## src/rtl/tl_pkg.sv

```systemverilog
`default_nettype none
// ============================================================================
//  Module   : tl_pkg
//  Purpose  : Shared definitions for the traffic-light sensor conditioning
//             slice: lane FSM state type, default debounce/hold lengths,
//             car-count width and a counter-width helper.
//  Ports    : none (package)
//  Options  : TL_CAR_CNT_EN (consumers add per-lane car counters)
//  Revision : 1.0  initial release
// ============================================================================
package tl_pkg;

  // Lane FSM states; the encoding is fixed so that waveforms and any
  // downstream debug taps read the same on every build.
  typedef enum logic [1:0] {
    ST_IDLE   = 2'b00,
    ST_ARM    = 2'b01,
    ST_ACTIVE = 2'b10,
    ST_HOLD   = 2'b11
  } lane_state_t;

  localparam int unsigned c_deb_cyc_def  = 4;
  localparam int unsigned c_hold_cyc_def = 8;
  localparam int unsigned c_car_cnt_w    = 8;

  // One extra bit above what the larger limit needs, so the terminal value
  // always fits even when a limit is an exact power of two.
  function automatic int unsigned cnt_width(input int unsigned a,
                                            input int unsigned b);
    return $clog2((a > b) ? a : b) + 1;
  endfunction

endpackage : tl_pkg
`default_nettype wire

```

## src/rtl/tl_sensor_lane.sv

```systemverilog
`default_nettype none
// ============================================================================
//  Module   : tl_sensor_lane
//  Purpose  : One detector lane: 2-flop synchroniser, debounce/hold FSM with
//             its shared counter, and (optionally) a saturating count of
//             debounced vehicle arrivals.
//  Ports    : clk        - system clock, rising edge
//             reset      - asynchronous active-high reset
//             i_raw      - raw asynchronous detector line
//             o_flag     - registered, conditioned traffic-present flag
//             o_car_cnt  - ARM->ACTIVE count, saturating (TL_CAR_CNT_EN only)
//  Options  : TL_CAR_CNT_EN adds o_car_cnt and its register.
//  Revision : 1.0  initial release
// ============================================================================
module tl_sensor_lane
  import tl_pkg::*;
#(
  parameter int unsigned DEB_CYC  = c_deb_cyc_def,
  parameter int unsigned HOLD_CYC = c_hold_cyc_def
) (
  input  logic clk,
  input  logic reset,
  input  logic i_raw,
  output logic o_flag
`ifdef TL_CAR_CNT_EN
  ,
  output logic [c_car_cnt_w-1:0] o_car_cnt
`endif
);

  localparam int unsigned c_cnt_w = cnt_width(DEB_CYC, HOLD_CYC);

  localparam logic [c_cnt_w-1:0] c_cnt_one  = c_cnt_w'(1);
  localparam logic [c_cnt_w-1:0] c_deb_last = c_cnt_w'(DEB_CYC - 1);
  localparam logic [c_cnt_w-1:0] c_hld_last = c_cnt_w'(HOLD_CYC - 1);

  logic               r_sync1;
  logic               r_sync2;
  lane_state_t        r_state;
  logic [c_cnt_w-1:0] r_cnt;
  logic               r_flag;

  // Debounce completes on the DEB_CYC-th consecutive synchronised-high
  // sample; this is the only event that counts as a new vehicle.
  logic w_arm_to_active;
  logic w_hold_done;

  assign w_arm_to_active = (r_state == ST_ARM)  &&  r_sync2 && (r_cnt == c_deb_last);
  assign w_hold_done     = (r_state == ST_HOLD) && !r_sync2 && (r_cnt == c_hld_last);

  always_ff @(posedge clk or posedge reset) begin
    if (reset) begin
      r_sync1 <= 1'b0;
      r_sync2 <= 1'b0;
      r_state <= ST_IDLE;
      r_cnt   <= '0;
      r_flag  <= 1'b0;
    end else begin
      r_sync1 <= i_raw;
      r_sync2 <= r_sync1;

      case (r_state)
        ST_IDLE: begin
          if (r_sync2) begin
            r_state <= ST_ARM;
            r_cnt   <= c_cnt_one;
          end
        end

        ST_ARM: begin
          if (!r_sync2) begin
            r_state <= ST_IDLE;
            r_cnt   <= '0;
          end else if (w_arm_to_active) begin
            r_state <= ST_ACTIVE;
            r_cnt   <= '0;
            r_flag  <= 1'b1;
          end else begin
            r_cnt <= r_cnt + c_cnt_one;
          end
        end

        ST_ACTIVE: begin
          if (!r_sync2) begin
            r_state <= ST_HOLD;
            r_cnt   <= '0;
          end
        end

        ST_HOLD: begin
          // A returning vehicle during hold goes straight back to ACTIVE:
          // the flag is still high, so there is nothing to debounce.
          if (r_sync2) begin
            r_state <= ST_ACTIVE;
            r_cnt   <= '0;
          end else if (w_hold_done) begin
            r_state <= ST_IDLE;
            r_cnt   <= '0;
            r_flag  <= 1'b0;
          end else begin
            r_cnt <= r_cnt + c_cnt_one;
          end
        end

        default: begin
          r_state <= ST_IDLE;
          r_cnt   <= '0;
          r_flag  <= 1'b0;
        end
      endcase
    end
  end

  assign o_flag = r_flag;

`ifdef TL_CAR_CNT_EN
  localparam logic [c_car_cnt_w-1:0] c_car_max = {c_car_cnt_w{1'b1}};

  logic [c_car_cnt_w-1:0] r_car_cnt;

  always_ff @(posedge clk or posedge reset) begin
    if (reset) begin
      r_car_cnt <= '0;
    end else if (w_arm_to_active && (r_car_cnt != c_car_max)) begin
      r_car_cnt <= r_car_cnt + c_car_cnt_w'(1);
    end
  end

  assign o_car_cnt = r_car_cnt;
`endif

endmodule : tl_sensor_lane
`default_nettype wire

```

## src/rtl/tl_sensor_cond.sv

```systemverilog
`default_nettype none
// ============================================================================
//  Module   : tl_sensor_cond
//  Purpose  : Conditions the four raw vehicle-detector lines of the left-turn
//             traffic-light controller into clean, registered traffic flags.
//             Each lane is synchronised, debounced and hold-stretched
//             independently.
//  Ports    : clk                     - system clock, rising edge
//             reset                   - asynchronous active-high reset
//             raw_a/raw_al/raw_b/raw_bl - raw asynchronous detector lines
//             Ta/Tal/Tb/Tbl           - conditioned traffic-present flags
//             cnt_a/cnt_al/cnt_b/cnt_bl - 8-bit saturating car counts
//                                       (TL_CAR_CNT_EN only)
//  Options  : TL_CAR_CNT_EN adds the per-lane car-count outputs.
//  Revision : 1.0  initial release
// ============================================================================
module tl_sensor_cond
  import tl_pkg::*;
#(
  parameter int unsigned DEB_CYC  = c_deb_cyc_def,
  parameter int unsigned HOLD_CYC = c_hold_cyc_def
) (
  input  logic clk,
  input  logic reset,
  input  logic raw_a,
  input  logic raw_al,
  input  logic raw_b,
  input  logic raw_bl,
  output logic Ta,
  output logic Tal,
  output logic Tb,
  output logic Tbl
`ifdef TL_CAR_CNT_EN
  ,
  output logic [c_car_cnt_w-1:0] cnt_a,
  output logic [c_car_cnt_w-1:0] cnt_al,
  output logic [c_car_cnt_w-1:0] cnt_b,
  output logic [c_car_cnt_w-1:0] cnt_bl
`endif
);

  localparam int unsigned c_lanes = 4;

  // Lane order: 0 = A straight, 1 = A left, 2 = B straight, 3 = B left.
  logic [c_lanes-1:0] w_raw;
  logic [c_lanes-1:0] w_flag;
`ifdef TL_CAR_CNT_EN
  logic [c_car_cnt_w-1:0] w_car_cnt [c_lanes];
`endif

  assign w_raw = {raw_bl, raw_b, raw_al, raw_a};

  for (genvar g = 0; g < c_lanes; g++) begin : g_lane
    tl_sensor_lane #(
      .DEB_CYC  (DEB_CYC),
      .HOLD_CYC (HOLD_CYC)
    ) u_lane (
      .clk       (clk),
      .reset     (reset),
      .i_raw     (w_raw[g]),
      .o_flag    (w_flag[g])
`ifdef TL_CAR_CNT_EN
      ,
      .o_car_cnt (w_car_cnt[g])
`endif
    );
  end

  // Flags come straight from lane registers: no input-to-output logic.
  assign Ta  = w_flag[0];
  assign Tal = w_flag[1];
  assign Tb  = w_flag[2];
  assign Tbl = w_flag[3];

`ifdef TL_CAR_CNT_EN
  assign cnt_a  = w_car_cnt[0];
  assign cnt_al = w_car_cnt[1];
  assign cnt_b  = w_car_cnt[2];
  assign cnt_bl = w_car_cnt[3];
`endif

endmodule : tl_sensor_cond
`default_nettype wire

```

## config.mk

```make
export PLATFORM = sky130hd
export DESIGN_NAME = tl_sensor_cond
export DESIGN_NICKNAME = d
export VERILOG_FILES = /design/src/rtl/tl_pkg.sv /design/src/rtl/tl_sensor_lane.sv /design/src/rtl/tl_sensor_cond.sv
export SDC_FILE = /design/constraint.sdc
export NUM_CORES = 1
export LEC_CHECK = 0
export ABC_AREA = 0
export CAP_MARGIN = 20
export CORE_ASPECT_RATIO = 1.4
export CORE_UTILIZATION = 63
export DETAILED_ROUTE_END_ITERATION = 8
export PLACE_DENSITY = 0.83
export SETUP_SLACK_MARGIN = 0.02
export SYNTH_ARGS = -nofsm -noshare
export SYNTH_HDL_FRONTEND = slang
export SYNTH_SLANG_ARGS = --single-unit
```

## constraint.sdc

```tcl
create_clock -name clk -period 4 [get_ports clk]
set_input_delay 1 -clock clk [delete_from_list [all_inputs] [get_ports clk]]
set_output_delay 1 -clock clk [all_outputs]
set_load 0.05 [all_outputs]
```

# Word-level counts from Yosys, hierarchy flattened
# Index checks and enable logic that the tools add are counted.
word_totals:
  ff_bits: 36
  inputBits: 6
  wordCells: 192
classes:
  n_addsub: 4
  n_eq_ne: 52
  mux: 76
  n_reduce_logical: 40
ops:
  columns: ["cell", "count"]
  rows:
  - ["$mux 4", 24]
  - ["$pmux 4 s4", 4]
  - ["$mux 2", 24]
  - ["$ne 2x1->1 const B", 16]
  - ["$pmux 2 s4", 4]
  - ["$reduce_and 5->1", 4]
  - ["$add 4x1->4 const B", 4]
  - ["$eq 2x2->1 const B", 8]
  - ["$eq 4x2->1 const B", 4]
  - ["$eq 4x3->1 const B", 4]
  - ["$logic_and 1x1->1", 16]
  - ["$mux 1", 16]
  - ["$ne 2x2->1 const B", 8]
  - ["$reduce_and 4->1", 4]
  - ["$ne 3x1->1 const B", 4]
  - ["$ne 3x3->1 const B", 4]
  - ["$eq 2x1->1 const B", 4]
  - ["$logic_not 2->1", 4]
  - ["$pmux 1 s2", 4]
  - ["$reduce_and 2->1", 4]
  - ["$reduce_bool 2->1", 4]
  - ["$logic_not 1->1", 4]

# Depth between registers and ports, before layout
# Gate-level depths: netlist of run 1.
logic_depth:
  depth_word: 6
  ltp_mapped: 5

# Cells and area by module
# Synthesis of run 1 repeated with hierarchy kept, for this count alone.
hier_totals:
  cells_unflattened: 187
  hier_area_um2: 1933.1
modules_own_cells:
  columns: ["module", "instances", "cells_per_inst", "area_per_inst_um2"]
  rows:
  - ["tl_sensor_lane (g_lane[0].u_lane ...)", 3, 47, 478.0]
  - ["tl_sensor_lane (g_lane[3].u_lane)", 1, 46, 499.2]

# Worst setup path after synthesis of run 1
# No wires, ideal clock.
synth_path:
  kind: "register -> output"
  startpoint: "register g_lane[0].u_lane.r_flag"
  endpoint: "output Ta"
  arrival_time_ps: 614
  required_time_ps: 3000
  setup_slack_ps: 2386
  path_stages_with_launch: 1
  cell_sequence: "dfrtp_1"
synth_lines:
  columns: ["element", "line_no", "text"]
  rows:
  - ["from (decl)", "tl_sensor_lane.sv:41", "logic r_flag;"]
  - ["from (signal assigned)", "tl_sensor_lane.sv:57", "r_flag <= 1'b0;"]
  - ["from (signal assigned)", "tl_sensor_lane.sv:77", "r_flag <= 1'b1;"]
  - ["from (signal assigned)", "tl_sensor_lane.sv:99", "r_flag <= 1'b0;"]
  - ["to (decl)", "tl_sensor_cond.sv:29", "output logic Ta,"]
# No word-level cell between the ends.

# Final worst setup path of run 1
layout_path:
  startpoint: "register g_lane[2].u_lane.r_flag"
  endpoint: "output Tb"
layout_lines:
  columns: ["element", "line_no", "text"]
  rows:
  - ["from (decl)", "tl_sensor_lane.sv:41", null]
  - ["from (signal assigned)", "tl_sensor_lane.sv:57", null]
  - ["from (signal assigned)", "tl_sensor_lane.sv:77", null]
  - ["from (signal assigned)", "tl_sensor_lane.sv:99", null]
  - ["to (decl)", "tl_sensor_cond.sv:31", "output logic Tb,"]
# No word-level cell between the ends.

==> results.cfg, run 1 <==
[outcome]
status = finished, final reports clean

[synthesis]
synth_area_per_cell_um2 = 9.61
syn-instance-count = 187
seq_area_frac_synth = 0.501
synth_cell_types = 38
async_reset_ff_frac = 1.00
synth_flop_cell = dfrtp_1
synth_warnings = 0
ys_ff_latch = 36
synth_edf_count = 0
syn-cell-area_um2 = 1800
synth_fp_nets = 197

[floorplan]
core_area_um2 = 2670
die_w_um = 47.1
start_util = 0.673
die_height_um = 65.2
die_area_um2 = 3070
ioPinCount = 10
rows = 22

[sta]
drv_slew = 0
finalCritPeriodShare = 0.636
finalClockSkew_ns = 0.00959
min_period_ns = 2.55
fmax_ghz = 0.393
tightest_slew_ns = 0.525
rsz0062_at_grt = no
setup_viol = 0
hold_violations = 0
slew_headroom = 0.649
fin_tns_setup_ns = 0

[route]
routed_wl_um = 3090
drtAntennaViolNets = 0
first_pass_iters = 4
drtIter0Drc = 22
drc = 0
viasPerCell = 5.83
num_vias = 1341
wl_per_cell_um = 13.4

[critical_path]
r2r_start = g_lane[1].u_lane.r_cnt[0]
crit_family = buffers and inverters
end_kind = primary output
ff2ff_path_depth = 5
r2r_slack_ns = 2.35
critPathMaxFanout = 3
crit_path_cell_trace = clkdlybuf4s50_1
critPathArrivalTime_ns = 1.55
critPathMaxStageDelay_ns = 0.84
cp-start-kind = register
crit_buf_inv = 1
cp_num_cells = 1
crit_required_ns = 3.00
crit_slowest_cell = clkdlybuf4s50_1
critical_path_class = register to primary output

[power]
powerDensity_nw_per_um2 = 515
p_leak_uw = 0.000833
finalPower_uw = 1010
peakVddDrop_mv = 0.349

[worst_hold_path]
hold_path.class = register to register
whs_endpoint = g_lane[2].u_lane.r_sync2
hold_depth = 0
hold_start = g_lane[2].u_lane.r_sync1

[global_route]
grt_pass1_wl_um = 5530
grtUsageTotal = 0.248
grt.overflow.total = 0
grt_max_degree = 37
grt_pass1_vias = 1374
antenna_found_initial = 0

[final_layout]
fin_nets = 204
drive_above_1_share = 0.0619
diodes = 0
areaGrowthSynthToFinish_pct = 9.05
layout_commonest_cell = dfrtp_1
mostFrequentLayoutCells = dfrtp_1, nand2_1, a21oi_1
n_fill_cell = 219
layout.cells.non_filler = 230

[clock_tree]
clkSinkCount = 36
post_cts_buffers = 0
max-clock-path-buffers = 2
cts_max_level = 2
clk_pin_slew_ns = 0.10
cts_tree = done
cts_inserted_buffers = 5
ctsResizeCount = 0
worstSkewPairLatency_ns = 0.32
hold_buffers = 0
clock-root-buffer = clkbuf_4

[place]
gp_congestion = 0.839
dp_hpwl_um = 2270
portBuffers = 9
placed_cells = 223

[job]
cap_violations = 0
-- cells by family (layout without fill, tap and decap cells) --
| family | count (synthesis) | in the layout | share of synthesized area |
|---|---|---|---|
| flops | 36 | 36 | 0.501 |
| buf+inv | 19 | 26 | 0.0439 |
| simple gates | 65 | 65 | 0.177 |
| mux | 5 | 5 | 0.0292 |
| xor+xnor | 9 | 9 | 0.0481 |
| fa+ha+maj | 4 | 4 | 0.0279 |
| compound gates | 49 | 49 | 0.173 |
-- Yosys cell counts (all sizes together), types with 2 or more instances --
master	n	area, µm²
a21oi	18	90.1
and2	2	12.5
and3	2	13.8
buf	3	15.0
clkbuf	7	30.0
dfrtp	36	901
ha	4	50.1
inv	9	33.8
mux2	2	22.5
mux2i	3	30.0
nand2	18	67.6
nand2b	9	56.3
nand3	9	45.0
nor2	14	52.6
nor2b	4	25.0
nor4	2	12.5
o21ai	17	85.1
o22ai	2	12.5
o311ai	2	42.6
o31ai	3	22.5
o41ai	2	17.5
xnor2	3	26.3
xor2	6	60.1
-- routing by layer --
metal	track usage	vias to the layer above	wire, µm
met4	0.146	0	104
met3	0.0357	12	65
met2	0.420	22	1620
li1	-	662	-
met1	0.281	645	1300
met5	0	-	0
-- final cells by class --
| type | instances | area, µm² | area share |
|---|---|---|---|
| well taps | 36 | 45.0 | 0.0230 |
| repair buffers | 10 | 97.6 | 0.0498 |
| multi-input cells | 132 | 817 | 0.417 |
| inverters | 9 | 33.8 | 0.0172 |
| clock buffers | 7 | 65.1 | 0.0332 |
| flip-flops and latches | 36 | 901 | 0.460 |
-- worst max path at each step --
stage / from / to
2_1_floorplan: reset / async pin
3_3_place_gp: g_lane[3].u_lane.o_flag / Tbl
3_5_place_dp: g_lane[2].u_lane.o_flag / Tb
4_1_cts: g_lane[2].u_lane.o_flag / Tb
5_1_grt: g_lane[2].u_lane.o_flag / Tb
6_report: g_lane[2].u_lane.o_flag / Tb
-- through the flow --
step                 util  hold WS, ns  instance area [µm²]  worst slack (ns)
floorplan               -        0.331                 1800              2.20
global placement    0.709        0.334                 1890              1.86
detailed placement  0.709        0.336                 1890              1.80
CTS                 0.734        0.359                 1960              1.43
global route        0.734        0.377                 1960              1.41
finish              0.734        0.355                 1960              1.45
-- power by group --
group / total [µW] / switching [µW] / internal, µW
logic: 264 / 139 / 125
clock network: 209 / 109 / 99.7
registers: 537 / 111 / 426
total: 1010 / 359 / 650
(Power assumes the default switching activity.)
==> inputs of run 2 (changes only) <==
- CORE_UTILIZATION: 63 -> 58
- PLACE_DENSITY: 0.83 -> 0.78
- clock period: 4 -> 2.5 ns (I/O delays scaled with it)
==> results.cfg, run 2 (same netlist as run 1, synthesis figures left out) <==
[final_layout]
fin_nets = 204
diodes = 0
layout.cells.non_filler = 231
layout_commonest_cell = dfrtp_1
mostFrequentLayoutCells = dfrtp_1, nand2_1, a21oi_1
drive_above_1_share = 0.0567
areaGrowthSynthToFinish_pct = 9.82

[clock_tree]
cts_inserted_buffers = 5
post_cts_buffers = 0
hold_buffers = 0
max-clock-path-buffers = 2
clock-root-buffer = clkbuf_8
ctsResizeCount = 0
cts_max_level = 2
clk_pin_slew_ns = 0.07
clkSinkCount = 36
cts_tree = done
worstSkewPairLatency_ns = 0.28

[floorplan]
core_area_um2 = 2910
start_util = 0.618
die_area_um2 = 3330
rows = 23
die_w_um = 49.0
ioPinCount = 10
die_height_um = 67.9

[route]
drtIter0Drc = 28
drc = 0
routed_wl_um = 3120
first_pass_iters = 4
wl_per_cell_um = 13.5
num_vias = 1317
drtAntennaViolNets = 0
viasPerCell = 5.70

[sta]
slew_headroom = 0.672
drv_slew = 0
finalCritPeriodShare = 0.832
setup_viol = 0
fin_tns_setup_ns = 0
worst_slack_ns = 0.421
finalClockSkew_ns = 0.00563
hold_violations = 0
fmax_ghz = 0.481
min_period_ns = 2.08
rsz0062_at_grt = no
hold_ws_ns = 0.348
tightest_slew_ns = 0.491

[critical_path]
end_kind = primary output
critical_path_class = register to primary output
crit_slowest_cell = clkdlybuf4s50_1
critPathMaxFanout = 3
crit_buf_inv = 1
cp-start-kind = register
crit_required_ns = 1.88
crit_path_cell_trace = clkdlybuf4s50_1
critPathMaxStageDelay_ns = 0.81
crit_family = buffers and inverters
r2r_slack_ns = 0.89
critPathArrivalTime_ns = 1.45

[place]
dp_hpwl_um = 2190
placed_cells = 224
preCtsSetupSlack_ns = 0.727
portBuffers = 9
gp_congestion = 0.905

[global_route]
grt_max_degree = 37
antenna_found_initial = 0
grt.overflow.total = 0
grt_pass1_wl_um = 5500
grt_pass1_vias = 1342
grtUsageTotal = 0.227

[power]
peakVddDrop_mv = 0.542
finalPower_uw = 1660
p_leak_uw = 0.000836
powerDensity_nw_per_um2 = 840

[worst_hold_path]
hold_path.class = register to register

[job]
cap_violations = 0

[outcome]
status = finished, final reports clean
[run 2: cell types whose count changed in the layout (fill, tap and decap cells not counted)]
| cell | before | now |
|---|---|---|
| clkbuf_1 | 0 | 1 |
| clkbuf_4 | 5 | 0 |
| clkbuf_8 | 2 | 5 |
| clkinv_2 | 0 | 1 |
[run 2: path summary, 6_finish.rpt]
check                                               start                  endpoint  cells after the start
worst min register to register   g_lane[2].u_lane.r_sync1  g_lane[2].u_lane.r_sync2                      0
max in group asynchronous                           reset                 async pin                      3
worst max-delay path              g_lane[2].u_lane.o_flag                        Tb                      1
worst min-delay path             g_lane[2].u_lane.r_sync1  g_lane[2].u_lane.r_sync2                      0
min in group asynchronous                           reset  g_lane[3].u_lane.r_sync1                      3
worst max register to register  g_lane[1].u_lane.r_cnt[0]                  register                      5
[run 2: stage by stage]
step | area (µm²) | util
6_report | 1970 | 0.679
5_1_grt | 1970 | 0.679
4_1_cts | 1970 | 0.679
3_5_place_dp | 1900 | 0.652
3_3_place_gp | 1900 | 0.652
2_1_floorplan | 1800 | -
[run 2: layer usage]
metal / vias up / track usage / wire (µm) / share of wire
li1: 657 / - / - / -
met1: 634 / 0.235 / 1370 / 0.44
met2: 21 / 0.406 / 1640 / 0.52
met3: 5 / 0.0622 / 73 / 0.023
met4: 0 / 0.147 / 40 / 0.013
met5: - / 0 / 0 / 0
[run 2: area by class of cell]
class | instances | area (µm²)
Tap cell | 37 | 46.3
Clock buffer | 6 | 72.6
Timing Repair Buffer | 10 | 97.6
Multi-Input combinational cell | 132 | 817
Fill cell | 218 | 933
Sequential cell | 36 | 901
Inverter | 9 | 33.8
Clock inverter | 1 | 5.00
[run 2: power by group]
part	total, µW	internal, µW	switching, µW
logic	417	196	221
registers	858	683	175
clock network	383	189	193
total	1660	1070	589
